<file path="src/rtl/mem_stream_packetizer_pkg.sv">
// Shared word layout, field offsets and FSM encoding for the readout-stream packetizer.
// Word = {type[1:0], payload[44:0]}.
package mem_stream_pkg;
   localparam int DAT_W  = 45;
   localparam int WORD_W = 47;
   localparam int BX_W   = 3;
   localparam int SEQ_W  = 8;
   localparam int WCNT_W = 10;
   localparam int DCNT_W = 8;

   localparam logic [1:0] TYPE_HDR = 2'b01;
   localparam logic [1:0] TYPE_DAT = 2'b10;
   localparam logic [1:0] TYPE_TRL = 2'b11;

   localparam int BX_LSB    = 42;
   localparam int SEQ_LSB   = 34;
   localparam int WCNT_LSB  = 32;
   localparam int DCNT_LSB  = 24;
   localparam int TRUNC_BIT = 23;

   typedef enum logic [1:0] {
      IDLE = 2'd0,
      HDR  = 2'd1,
      DATA = 2'd2,
      TRL  = 2'd3
   } state_t;
endpackage

</file>
<file path="src/rtl/mem_stream_packetizer_if.sv">
// Merged-stream input and packet output link of the packetizer.
// master = packetizer side, slave = merger/consumer side.
interface mem_stream_packetizer_if;
   import mem_stream_pkg::*;

   logic [DAT_W-1:0]  stream_dat;
   logic              stream_valid;
   logic              stream_send_BX;
   logic              stream_none;
   logic [WORD_W-1:0] out_dat;
   logic              out_valid;
   logic              out_ready;
   logic              out_par;

   modport master (
      input  stream_dat, stream_valid, stream_send_BX, stream_none, out_ready,
      output out_dat, out_valid, out_par
   );

   modport slave (
      output stream_dat, stream_valid, stream_send_BX, stream_none, out_ready,
      input  out_dat, out_valid, out_par
   );
endinterface

</file>
<file path="src/rtl/mem_stream_packetizer_pkt_fifo.sv">
// First-word-fall-through FIFO with a registered head; a write shows on rd_vld one edge later.
// MEM_STREAM_PARITY_EN adds a parity flop loaded together with rd_dat.
module pkt_fifo
   import mem_stream_pkg::*;
#(
   parameter int AW = 6
) (
   input  logic              clk,
   input  logic              rst,
   input  logic              wr_en,
   input  logic [WORD_W-1:0] wr_dat,
   input  logic              rd_en,
   output logic [WORD_W-1:0] rd_dat,
   output logic              rd_vld,
   output logic              rd_par,
   output logic              full,
   output logic              empty,
   output logic [AW:0]       free
);
   localparam int DEPTH = 1 << AW;

   logic [WORD_W-1:0] mem [DEPTH];
   logic [AW-1:0]     wr_ptr, rd_ptr;
   logic [AW:0]       mem_cnt, occ;
   logic              pop, push, load;

   // Occupancy counts the head register too, so the full depth is usable.
   assign occ   = mem_cnt + (AW+1)'(rd_vld);
   assign full  = (occ == (AW+1)'(DEPTH));
   assign empty = (occ == '0);
   assign free  = (AW+1)'(DEPTH) - occ;
   assign pop   = rd_vld && rd_en;
   assign push  = wr_en && (!full || pop);
   assign load  = (mem_cnt != '0) && (!rd_vld || pop);

   always_ff @(posedge clk) begin
      if (push) mem[wr_ptr] <= wr_dat;
   end

   always_ff @(posedge clk or posedge rst) begin
      if (rst) begin
         wr_ptr  <= '0;
         rd_ptr  <= '0;
         mem_cnt <= '0;
         rd_vld  <= 1'b0;
         rd_dat  <= '0;
      end else begin
         if (push) wr_ptr <= wr_ptr + 1'b1;
         if (load) begin
            rd_ptr <= rd_ptr + 1'b1;
            rd_dat <= mem[rd_ptr];
            rd_vld <= 1'b1;
         end else if (pop) begin
            rd_vld <= 1'b0;
         end
         mem_cnt <= mem_cnt + (AW+1)'(push) - (AW+1)'(load);
      end
   end

`ifdef MEM_STREAM_PARITY_EN
   always_ff @(posedge clk or posedge rst) begin
      if (rst)       rd_par <= 1'b0;
      else if (load) rd_par <= ^mem[rd_ptr];
   end
`else
   assign rd_par = 1'b0;
`endif
endmodule

</file>
<file path="src/rtl/mem_stream_packetizer.sv">
// Frames the merged readout stream into header/data/trailer packets buffered in pkt_fifo.
// MEM_STREAM_PARITY_EN: registered even parity on out_dat and BX stamping of send_BX data words.
module mem_stream_packetizer
   import mem_stream_pkg::*;
#(
   parameter int FIFO_AW = 6,
   parameter int GUARD   = 4
) (
   input  logic                    clk,
   input  logic                    reset,
   input  logic                    new_event,
   input  logic [BX_W-1:0]         BX,
   mem_stream_packetizer_if.master bus,
   output logic                    busy,
   output logic                    overflow
);
   localparam int GW = $clog2(GUARD + 2);

   state_t            state, state_nxt;
   logic [BX_W-1:0]   bx_cur, bx_pend;
   logic              pending, trunc;
   logic [SEQ_W-1:0]  evt_seq;
   logic [WCNT_W-1:0] wcnt;
   logic [DCNT_W-1:0] dcnt;
   logic [GW-1:0]     guard;
   logic              wr_en, room, drop, stray, fifo_empty, unused_full;
   logic [WORD_W-1:0] wr_dat;
   logic [DAT_W-1:0]  payload;
   logic [FIFO_AW:0]  fifo_free;

   // Two entries stay reserved so a header and trailer always fit.
   assign room  = fifo_free > (FIFO_AW+1)'(2);
   assign drop  = (state == DATA) && bus.stream_valid && !room;
   assign stray = (state != DATA) && bus.stream_valid;
   assign busy  = (state != IDLE) || !fifo_empty || pending;

`ifndef MEM_STREAM_PARITY_EN
   logic unused_send_bx;
   assign unused_send_bx = bus.stream_send_BX;
`endif

   always_comb begin
      state_nxt = state;
      wr_en     = 1'b0;
      payload   = '0;
      wr_dat    = '0;
      case (state)
         IDLE: if (new_event) state_nxt = HDR;
         HDR: begin
            payload[BX_LSB +: BX_W]   = bx_cur;
            payload[SEQ_LSB +: SEQ_W] = evt_seq;
            wr_en     = 1'b1;
            wr_dat    = {TYPE_HDR, payload};
            state_nxt = new_event ? TRL : DATA;
         end
         DATA: begin
            payload = bus.stream_dat;
`ifdef MEM_STREAM_PARITY_EN
            if (bus.stream_send_BX) payload[BX_LSB +: BX_W] = bx_cur;
`endif
            wr_en  = bus.stream_valid && room;
            wr_dat = {TYPE_DAT, payload};
            if (new_event || (bus.stream_none && guard == '0)) state_nxt = TRL;
         end
         TRL: begin
            payload[BX_LSB +: BX_W]     = bx_cur;
            payload[WCNT_LSB +: WCNT_W] = wcnt;
            payload[DCNT_LSB +: DCNT_W] = dcnt;
            payload[TRUNC_BIT]          = trunc;
            wr_en     = 1'b1;
            wr_dat    = {TYPE_TRL, payload};
            state_nxt = (pending || new_event) ? HDR : IDLE;
         end
         default: state_nxt = IDLE;
      endcase
   end

   always_ff @(posedge clk or posedge reset) begin
      if (reset) begin
         state    <= IDLE;
         bx_cur   <= '0;
         bx_pend  <= '0;
         pending  <= 1'b0;
         trunc    <= 1'b0;
         evt_seq  <= '0;
         wcnt     <= '0;
         dcnt     <= '0;
         guard    <= '0;
         overflow <= 1'b0;
      end else begin
         state <= state_nxt;
         if (drop || stray) overflow <= 1'b1;
         if (new_event && state != IDLE) bx_pend <= BX;
         if (state == TRL && state_nxt == HDR)  pending <= 1'b0;
         else if (new_event && state != IDLE)   pending <= 1'b1;
         // dcnt restarts once the trailer carries it, so strays between packets land in the next one.
         if (state == TRL)                               dcnt <= stray ? DCNT_W'(1) : '0;
         else if ((drop || stray) && dcnt != '1)         dcnt <= dcnt + 1'b1;
         case (state)
            IDLE: if (new_event) begin
               bx_cur <= BX;
               guard  <= GW'(GUARD);
            end
            HDR: begin
               evt_seq <= evt_seq + 1'b1;
               wcnt    <= '0;
               trunc   <= new_event;
            end
            DATA: begin
               if (guard != '0) guard <= guard - 1'b1;
               if (wr_en && wcnt != '1) wcnt <= wcnt + 1'b1;
               if (new_event) trunc <= 1'b1;
            end
            TRL: if (state_nxt == HDR) begin
               bx_cur <= new_event ? BX : bx_pend;
               guard  <= GW'(GUARD);
            end
            default: ;
         endcase
      end
   end

   pkt_fifo #(.AW(FIFO_AW)) u_fifo (
      .clk    (clk),
      .rst    (reset),
      .wr_en  (wr_en),
      .wr_dat (wr_dat),
      .rd_en  (bus.out_ready),
      .rd_dat (bus.out_dat),
      .rd_vld (bus.out_valid),
      .rd_par (bus.out_par),
      .full   (unused_full),
      .empty  (fifo_empty),
      .free   (fifo_free)
   );
endmodule

</file>
<file path="src/flat_wrapper.sv">
// flat-port wrapper written by rule: the top's interface ports become plain ports
module mem_stream_packetizer_flat import mem_stream_pkg::*;
#(
   parameter int FIFO_AW = 6,
   parameter int GUARD   = 4
)
  (clk, reset, new_event, BX, busy, overflow, bus_stream_dat, bus_stream_valid, bus_stream_send_BX, bus_stream_none, bus_out_ready, bus_out_dat, bus_out_valid, bus_out_par);
  mem_stream_packetizer_if bus_i ();
  input  logic clk;
  input  logic reset;
  input  logic new_event;
  input  logic [BX_W-1:0] BX;
  output logic busy;
  output logic overflow;
  input wire logic [$bits(bus_i.stream_dat)-1:0] bus_stream_dat;
  input wire logic [$bits(bus_i.stream_valid)-1:0] bus_stream_valid;
  input wire logic [$bits(bus_i.stream_send_BX)-1:0] bus_stream_send_BX;
  input wire logic [$bits(bus_i.stream_none)-1:0] bus_stream_none;
  input wire logic [$bits(bus_i.out_ready)-1:0] bus_out_ready;
  output wire logic [$bits(bus_i.out_dat)-1:0] bus_out_dat;
  output wire logic [$bits(bus_i.out_valid)-1:0] bus_out_valid;
  output wire logic [$bits(bus_i.out_par)-1:0] bus_out_par;
  assign bus_i.stream_dat = bus_stream_dat;
  assign bus_i.stream_valid = bus_stream_valid;
  assign bus_i.stream_send_BX = bus_stream_send_BX;
  assign bus_i.stream_none = bus_stream_none;
  assign bus_i.out_ready = bus_out_ready;
  assign bus_out_dat = bus_i.out_dat;
  assign bus_out_valid = bus_i.out_valid;
  assign bus_out_par = bus_i.out_par;
  mem_stream_packetizer #(.FIFO_AW(FIFO_AW), .GUARD(GUARD)) u_core (.clk(clk), .reset(reset), .new_event(new_event), .BX(BX), .bus(bus_i), .busy(busy), .overflow(overflow));
endmodule
</file>
<file path="config.mk">
export PLATFORM = sky130hd
export DESIGN_NAME = mem_stream_packetizer_flat
export DESIGN_NICKNAME = d
export VERILOG_FILES = /design/src/rtl/mem_stream_packetizer_pkg.sv /design/src/rtl/mem_stream_packetizer_if.sv /design/src/rtl/mem_stream_packetizer_pkt_fifo.sv /design/src/rtl/mem_stream_packetizer.sv /design/src/flat_wrapper.sv
export SDC_FILE = /design/constraint.sdc
export NUM_CORES = 2
export LEC_CHECK = 0
export ABC_AREA = 1
export CORE_AREA = 2 2 409 512
export DETAILED_ROUTE_END_ITERATION = 7
export DIE_AREA = 0 0 411 514
export PLACE_DENSITY = 0.76
export SLEW_MARGIN = 20
export SYNTH_ARGS = -nofsm -noshare
export SYNTH_HDL_FRONTEND = slang
export SYNTH_SLANG_ARGS = --single-unit
</file>
<file path="constraint.sdc">
create_clock -name clk -period 9.48 [get_ports clk]
set_input_delay 1.896 -clock clk [delete_from_list [all_inputs] [get_ports clk]]
set_output_delay 1.896 -clock clk [all_outputs]
set_load 0.005 [all_outputs]
</file>
Word level (Yosys, flattened, before mapping)
Memory sizes are Yosys's and may differ from the RTL's. A register that Yosys moved wholly into a read port is not among the register bits.
Index checks and enable logic that the tools add are counted.
- memory bits (read-only): 0
- register bits: 60
- memory bits (writable): 3008
- logic and storage cells: 107
- latch bits: 0
- memories kept: 1
- memories (memory ; words ; bits a word ; read ports ; clocked after Yosys merged registers in ; write ports ; line ; text):
    u_core.u_fifo.mem ; 64 ; 47 ; 1 ; 1 ; 1 ; mem_stream_packetizer_pkt_fifo.sv:22 ; logic [WORD_W-1:0] mem [DEPTH];
- equality and inequality tests: 13
- $add $sub $neg: 10
- mux-type cells: 28
- div/mod/pow operators: 0
- shift operators: 0
- reductions and logical operators: 40
- bitwise logic cells: 0
- multipliers: 0
- magnitude comparators: 1
- operator list (cell ; count):
    one-hot mux 47 bit (3 select lines) ; 1
    one-hot mux 10 bit (2 select lines) ; 1
    two-way mux 3 bit ; 6
    adder 8 x 1 -> 8 bit, second input constant ; 2
    two-way mux 8 bit ; 2
    adder 7 x 1 -> 7 bit ; 2
    adder 6 x 1 -> 6 bit, second input constant ; 2
    logical AND 1 bit ; 12
    != test 2 bit, second input constant ; 6
    nonzero test 2 bit ; 6
    adder 10 x 1 -> 10 bit, second input constant ; 1
    two-way mux 1 bit ; 10
    two-way mux 10 bit ; 1
    != test 10 bit, second input constant ; 1
    one-hot mux 3 bit (3 select lines) ; 1
    != test 8 bit, second input constant ; 1
    one-hot mux 2 bit (4 select lines) ; 1
    == test 7 bit, second input constant ; 1
    > comparator 7 x 2 -> 1 bit, second input constant ; 1
    logical NOT 7 bit ; 1
    logical OR 1 bit ; 7
    nonzero test 7 bit ; 1
    subtractor 7 x 1 -> 7 bit ; 1
    subtractor 7 bit, first input constant ; 1
    14 further kinds ; 23

Depth between registers and ports, before layout
- depth in word-level cells: 9
- depth in mapped cells: 25
- mapped depth without buffers: 25

Cells and area by module
Synthesis repeated with hierarchy kept, for this count alone.
- cell total of the unflattened synthesis: 11956
- area, all modules: 129775.7 um^2
- modules (own cells, without submodules) (module ; area an instance (um^2) ; cells each ; times used ; seq. area each (um^2)):
    pkt_fifo ; 126974.3 ; 11546 ; 1 ; 92003.2
    mem_stream_packetizer ; 2801.4 ; 410 ; 1 ; 1001.0

Worst setup path after synthesis
Ideal clock, no wire load.
- kind: input to register
- from: input port bus_stream_valid
- to: memory u_core.u_fifo.mem[11][0], enable pin
- library setup time: 0.452 ns
- arrival: 4.561 ns
- path buffers: 1
- setup slack: 4.467 ns
- stages on the path: 9
- path through: nand2_1 nor2_1 nand2_2 nand2_4 nand2_4 inv_4 buf_12 nand2_8 nor2_1
- word-level cells in the longest chain between the ends: 5
- RTL lines (item ; line ; text):
    start, declared ; flat_wrapper.sv:16 ; input wire logic [$bits(bus_i.stream_valid)-1:0] bus_stream_valid;
    logical AND 1 bit ; mem_stream_packetizer.sv:61 ; wr_en = bus.stream_valid && room;
    one-hot mux 1 bit (2 select lines) ; mem_stream_packetizer.sv:47 ; case (state)
    logical AND 1 bit ; mem_stream_packetizer_pkt_fifo.sv:33 ; assign push = wr_en && (!full || pop);
    two-way mux 1 bit ; mem_stream_packetizer_pkt_fifo.sv:37 ; if (push) mem[wr_ptr] <= wr_dat;
    two-way mux 1 bit (implied by the code) ; mem_stream_packetizer_pkt_fifo.sv:37 ;
    end, declared ; mem_stream_packetizer_pkt_fifo.sv:22 ;
Every way passes these cells.

Worst setup path after layout
- from: register u_core.state[0]
- to: memory u_core.u_fifo.mem[10][0], enable pin
- word-level cells in the longest chain between the ends: 6
- elaborated cells between the ends (all ways): 8
- RTL lines (item ; line ; text):
    start, declared ; mem_stream_packetizer.sv:19 ; state_t state, state_nxt;
    start signal, assigned ; mem_stream_packetizer.sv:91 ; state <= state_nxt;
    == test 2 x 1 -> 1 bit or == test 2 bit (tied branches) ; mem_stream_packetizer.sv:47 ;
    OR reduction 2 bit (no line) ; n/a ;
    one-hot mux 1 bit (2 select lines) (*) ; mem_stream_packetizer.sv:47 ;
    logical AND 1 bit (*) ; mem_stream_packetizer_pkt_fifo.sv:33 ;
    two-way mux 1 bit (*) ; mem_stream_packetizer_pkt_fifo.sv:37 ;
    two-way mux 1 bit (implied by the code) (*) ; mem_stream_packetizer_pkt_fifo.sv:37 ;
Every way passes the cells marked *; elsewhere a longest branch is shown, timed or not.

==> flow_metrics.py <==
metrics = {
    "timing": {
        "rsz0062_at_grt": "false",
        "fin_skew_ns": 0.0496,
        "finalHoldViolations": 0,
        "fmax_mhz": 180,
        "fin_tns_setup_ns": 0,
        "final_max_slew_viol_count": 0,
        "setup_ws_ns": 3.93,
        "finalSetupViolations": 0,
        "final_min_period_over_clock_period_pct": 58.6,
        "min_period_ns": 5.55,
        "slew_headroom_pct": 19.2,
        "worstMarginPinSlew_ns": 1.21,
    },
    "clock_network": {
        "cts_made_buffers": 288,
        "cts_resized": 0,
        "clock_sinks": 3115,
        "cts_setup_buffers": 0,
        "cts-root-buf": "clkbuf_16",
        "clk_pin_slew_ns": 0.06,
        "hold_buffers": 0,
        "worstSkewPairLatency_ns": 0.95,
        "htree_levels": 5,
        "clockBufferDepth": 4,
        "cts_tree": "yes",
    },
    "layout": {
        "fin_area_um2": 136000,
        "fill_cells": 14000,
        "utilization_pct": 65.6,
        "fin_cells": 12300,
        "nNetsFinal": 9418,
        "drive_gt1_share_pct": 7.18,
        "layout_common_cells": "edfxtp_1, nor2_1, o21ai_0",
        "final_common_cell": "edfxtp_1",
        "synthToLayoutAreaGrowth_pct": 10.2,
    },
    "synth": {
        "syn-num-nets": 9510,
        "async_flop_share_pct": 3.43,
        "ys_seq_area_share_pct": 75.5,
        "avgSynthCellArea_um2": 13.1,
        "yosysWarnings": 0,
        "synth_edf_count": 3008,
        "ys_types": 48,
        "ys_top_cells_by_area": "edfxtp_1, o21ai_0, nor2_1",
        "yosysTopAreaCellShare_pct": 73.3,
        "syn_inst": 9426,
        "synthFlopType": "edfxtp_1",
        "synth_area_um2": 123000,
        "yosys.area.top_type": "edfxtp_1",
        "synth-seq-cells": 3115,
    },
    "setup_path": {
        "slowest_stage": "nor2_4",
        "cp-end-kind": "flip-flop",
        "r2r_setup_slack_ns": 3.93,
        "critPathLaunchType": "flip-flop",
        "crit_chain": "ha_1 -> inv_1 -> nand2_1 -> nand2_1 -> nand2_4 -> nand2_4 -> inv_4 -> nand2_1 -> nor2_4 -> buf_4",
        "critPathKind": "flip-flop to flip-flop",
        "cpMostUsedCell": "nand2_1",
        "crit_arrival_ns": 6.11,
        "crit_required_ns": 10.03,
        "cp_max_fo": 25,
        "max_stage_delay_ns": 1.08,
    },
    "drt": {
        "drt_iter0_markers": 12900,
        "viasPerCell": 6.61,
        "ant_nets": 0,
        "dr.pass1.iters": 6,
        "drt-total-wl_mm": 336,
        "via_count": 81100,
        "drcViolationCount": 0,
        "drt-wirelength-per-cell_um": 27.4,
    },
    "outcome": {
        "status": "complete, no violations",
    },
    "power_and_ir_drop": {
        "power_density_nw_per_um2": 321,
        "peakVddDrop_mv": 0.298,
        "leakage_nw": 44.3,
    },
    "global_route": {
        "grt_pass1_wl_mm": 488,
        "grt_max_degree": 227,
        "grt_pass1_vias": 78700,
        "grt_antenna_before_repair": 15,
        "overflow": 0,
        "grt_use_total_pct": 31.1,
    },
    "run": {
        "cap_violations": 0,
    },
    "floorplanning": {
        "coreArea_um2": 207000,
        "dieArea_um2": 211000,
        "io_pins": 106,
        "row_count": 187,
        "die_h_um": 514,
        "start_util_pct": 59.6,
        "die_x_um": 411,
    },
    "placed_design": {
        "place_congestion": 0.860,
        "dpl.cell_count": 11800,
        "portBuffers": 103,
        "hpwl_mm": 171,
        "dp_slack_ns": 3.50,
        "placed_cell_area_um2": 127000,
    },
    "worst_hold_path": {
        "hp-class": "flip-flop to flip-flop",
    },
}
layer usage:
| layer | wire (um) | vias up | global-route usage [%] |
|---|---|---|---|
| met2 | 162000 | 5776 | 50.3 |
| met5 | 89 | - | 0 |
| met4 | 13000 | 14 | 12.7 |
| met1 | 117000 | 39800 | 40.8 |
| met3 | 44100 | 919 | 7.24 |
| li1 | - | 34700 | - |
final timing paths:
path | from | endpoint | cells past startpoint
setup reg to reg | u_core.state[0] | u_core.u_fifo.mem[10][0] | 10
max in group asynchronous | reset | u_core.u_fifo.rd_ptr[4] | 3
min in group asynchronous | reset | u_core.u_fifo.rd_dat[9] | 2
hold reg to reg | u_core.overflow | u_core.overflow | 1
hold / removal | u_core.overflow | u_core.overflow | 1
setup / recovery | u_core.state[0] | u_core.u_fifo.mem[10][0] | 10
sequential cells by signal, summed over array words and instances, names as in the netlist:
signal	flops
u_core.bx_cur	3
u_core.bx_pend	3
u_core.dcnt	8
u_core.evt_seq	8
u_core.guard	3
u_core.overflow	1
u_core.pending	1
u_core.state	2
u_core.trunc	1
u_core.u_fifo.mem	3008
u_core.u_fifo.mem_cnt	7
u_core.u_fifo.rd_dat	47
u_core.u_fifo.rd_ptr	6
u_core.u_fifo.rd_vld	1
u_core.u_fifo.wr_ptr	6
u_core.wcnt	10
cells by family (layout without fill, tap and decap cells):
family | count (synthesis) | after routing | synth area share [%]
fa+ha+maj | 29 | 29 | 0.301
simple gates | 2917 | 2917 | 9.52
other cells | 1 | 3 | 0.00304
compound gates | 2559 | 2559 | 11.7
buf+inv | 774 | 882 | 2.75
xor+xnor | 31 | 31 | 0.226
flops | 3115 | 3115 | 75.5
critical path, delay by kind of cell, from the launching register on:
kind	cells	cell delay, ns
fa+ha+maj	1	0.66
buf+inv	3	1.48
flops	1	0.40
simple gates	6	2.56
power by group:
part | total (mW) | switching, mW | internal [mW] | leakage (nW)
Sequential | 17.4 | 0.414 | 17.0 | 29.0
Clock | 11.1 | 4.88 | 6.22 | 4.32
Combinational | 15.2 | 11.5 | 3.69 | 11.0
Total | 43.6 | 16.8 | 26.9 | 44.3
synth_stat cells (8+ instances only):
cell and number:
buf_2 122, buf_1 39, o22ai_1 403, o21ai_0 1484, o221ai_1 120, nand3_1 458
xor2_1 23, edfxtp_1 3008, o211ai_1 258, nor2_1 1840, dfrtp_1 107, o21ai_1 88
a21oi_1 198, buf_4 66, ha_1 28, nand2_1 578, inv_1 105, nand4_1 8
clkbuf_1 423
per-stage QoR:
stage               power, mW  hold WS, ns
floorplan                26.9        0.446
global placement         31.7        0.458
detailed placement       32.2        0.456
CTS                      43.2        0.478
global route             45.2        0.488
finish                   43.6        0.475
cell type report:
type	instances	area, um^2	area share (%)
antenna	2	5.00	0.00369
clock buffer	356	7650	5.64
clock inverter	134	1160	0.857
inverter	115	479	0.353
multi-input combinational	5537	27500	20.2
sequential	3115	93000	68.5
tap	2740	3430	2.53
timing repair buffer	277	2550	1.88
No activity file was read; power rests on OpenSTA's default activity.
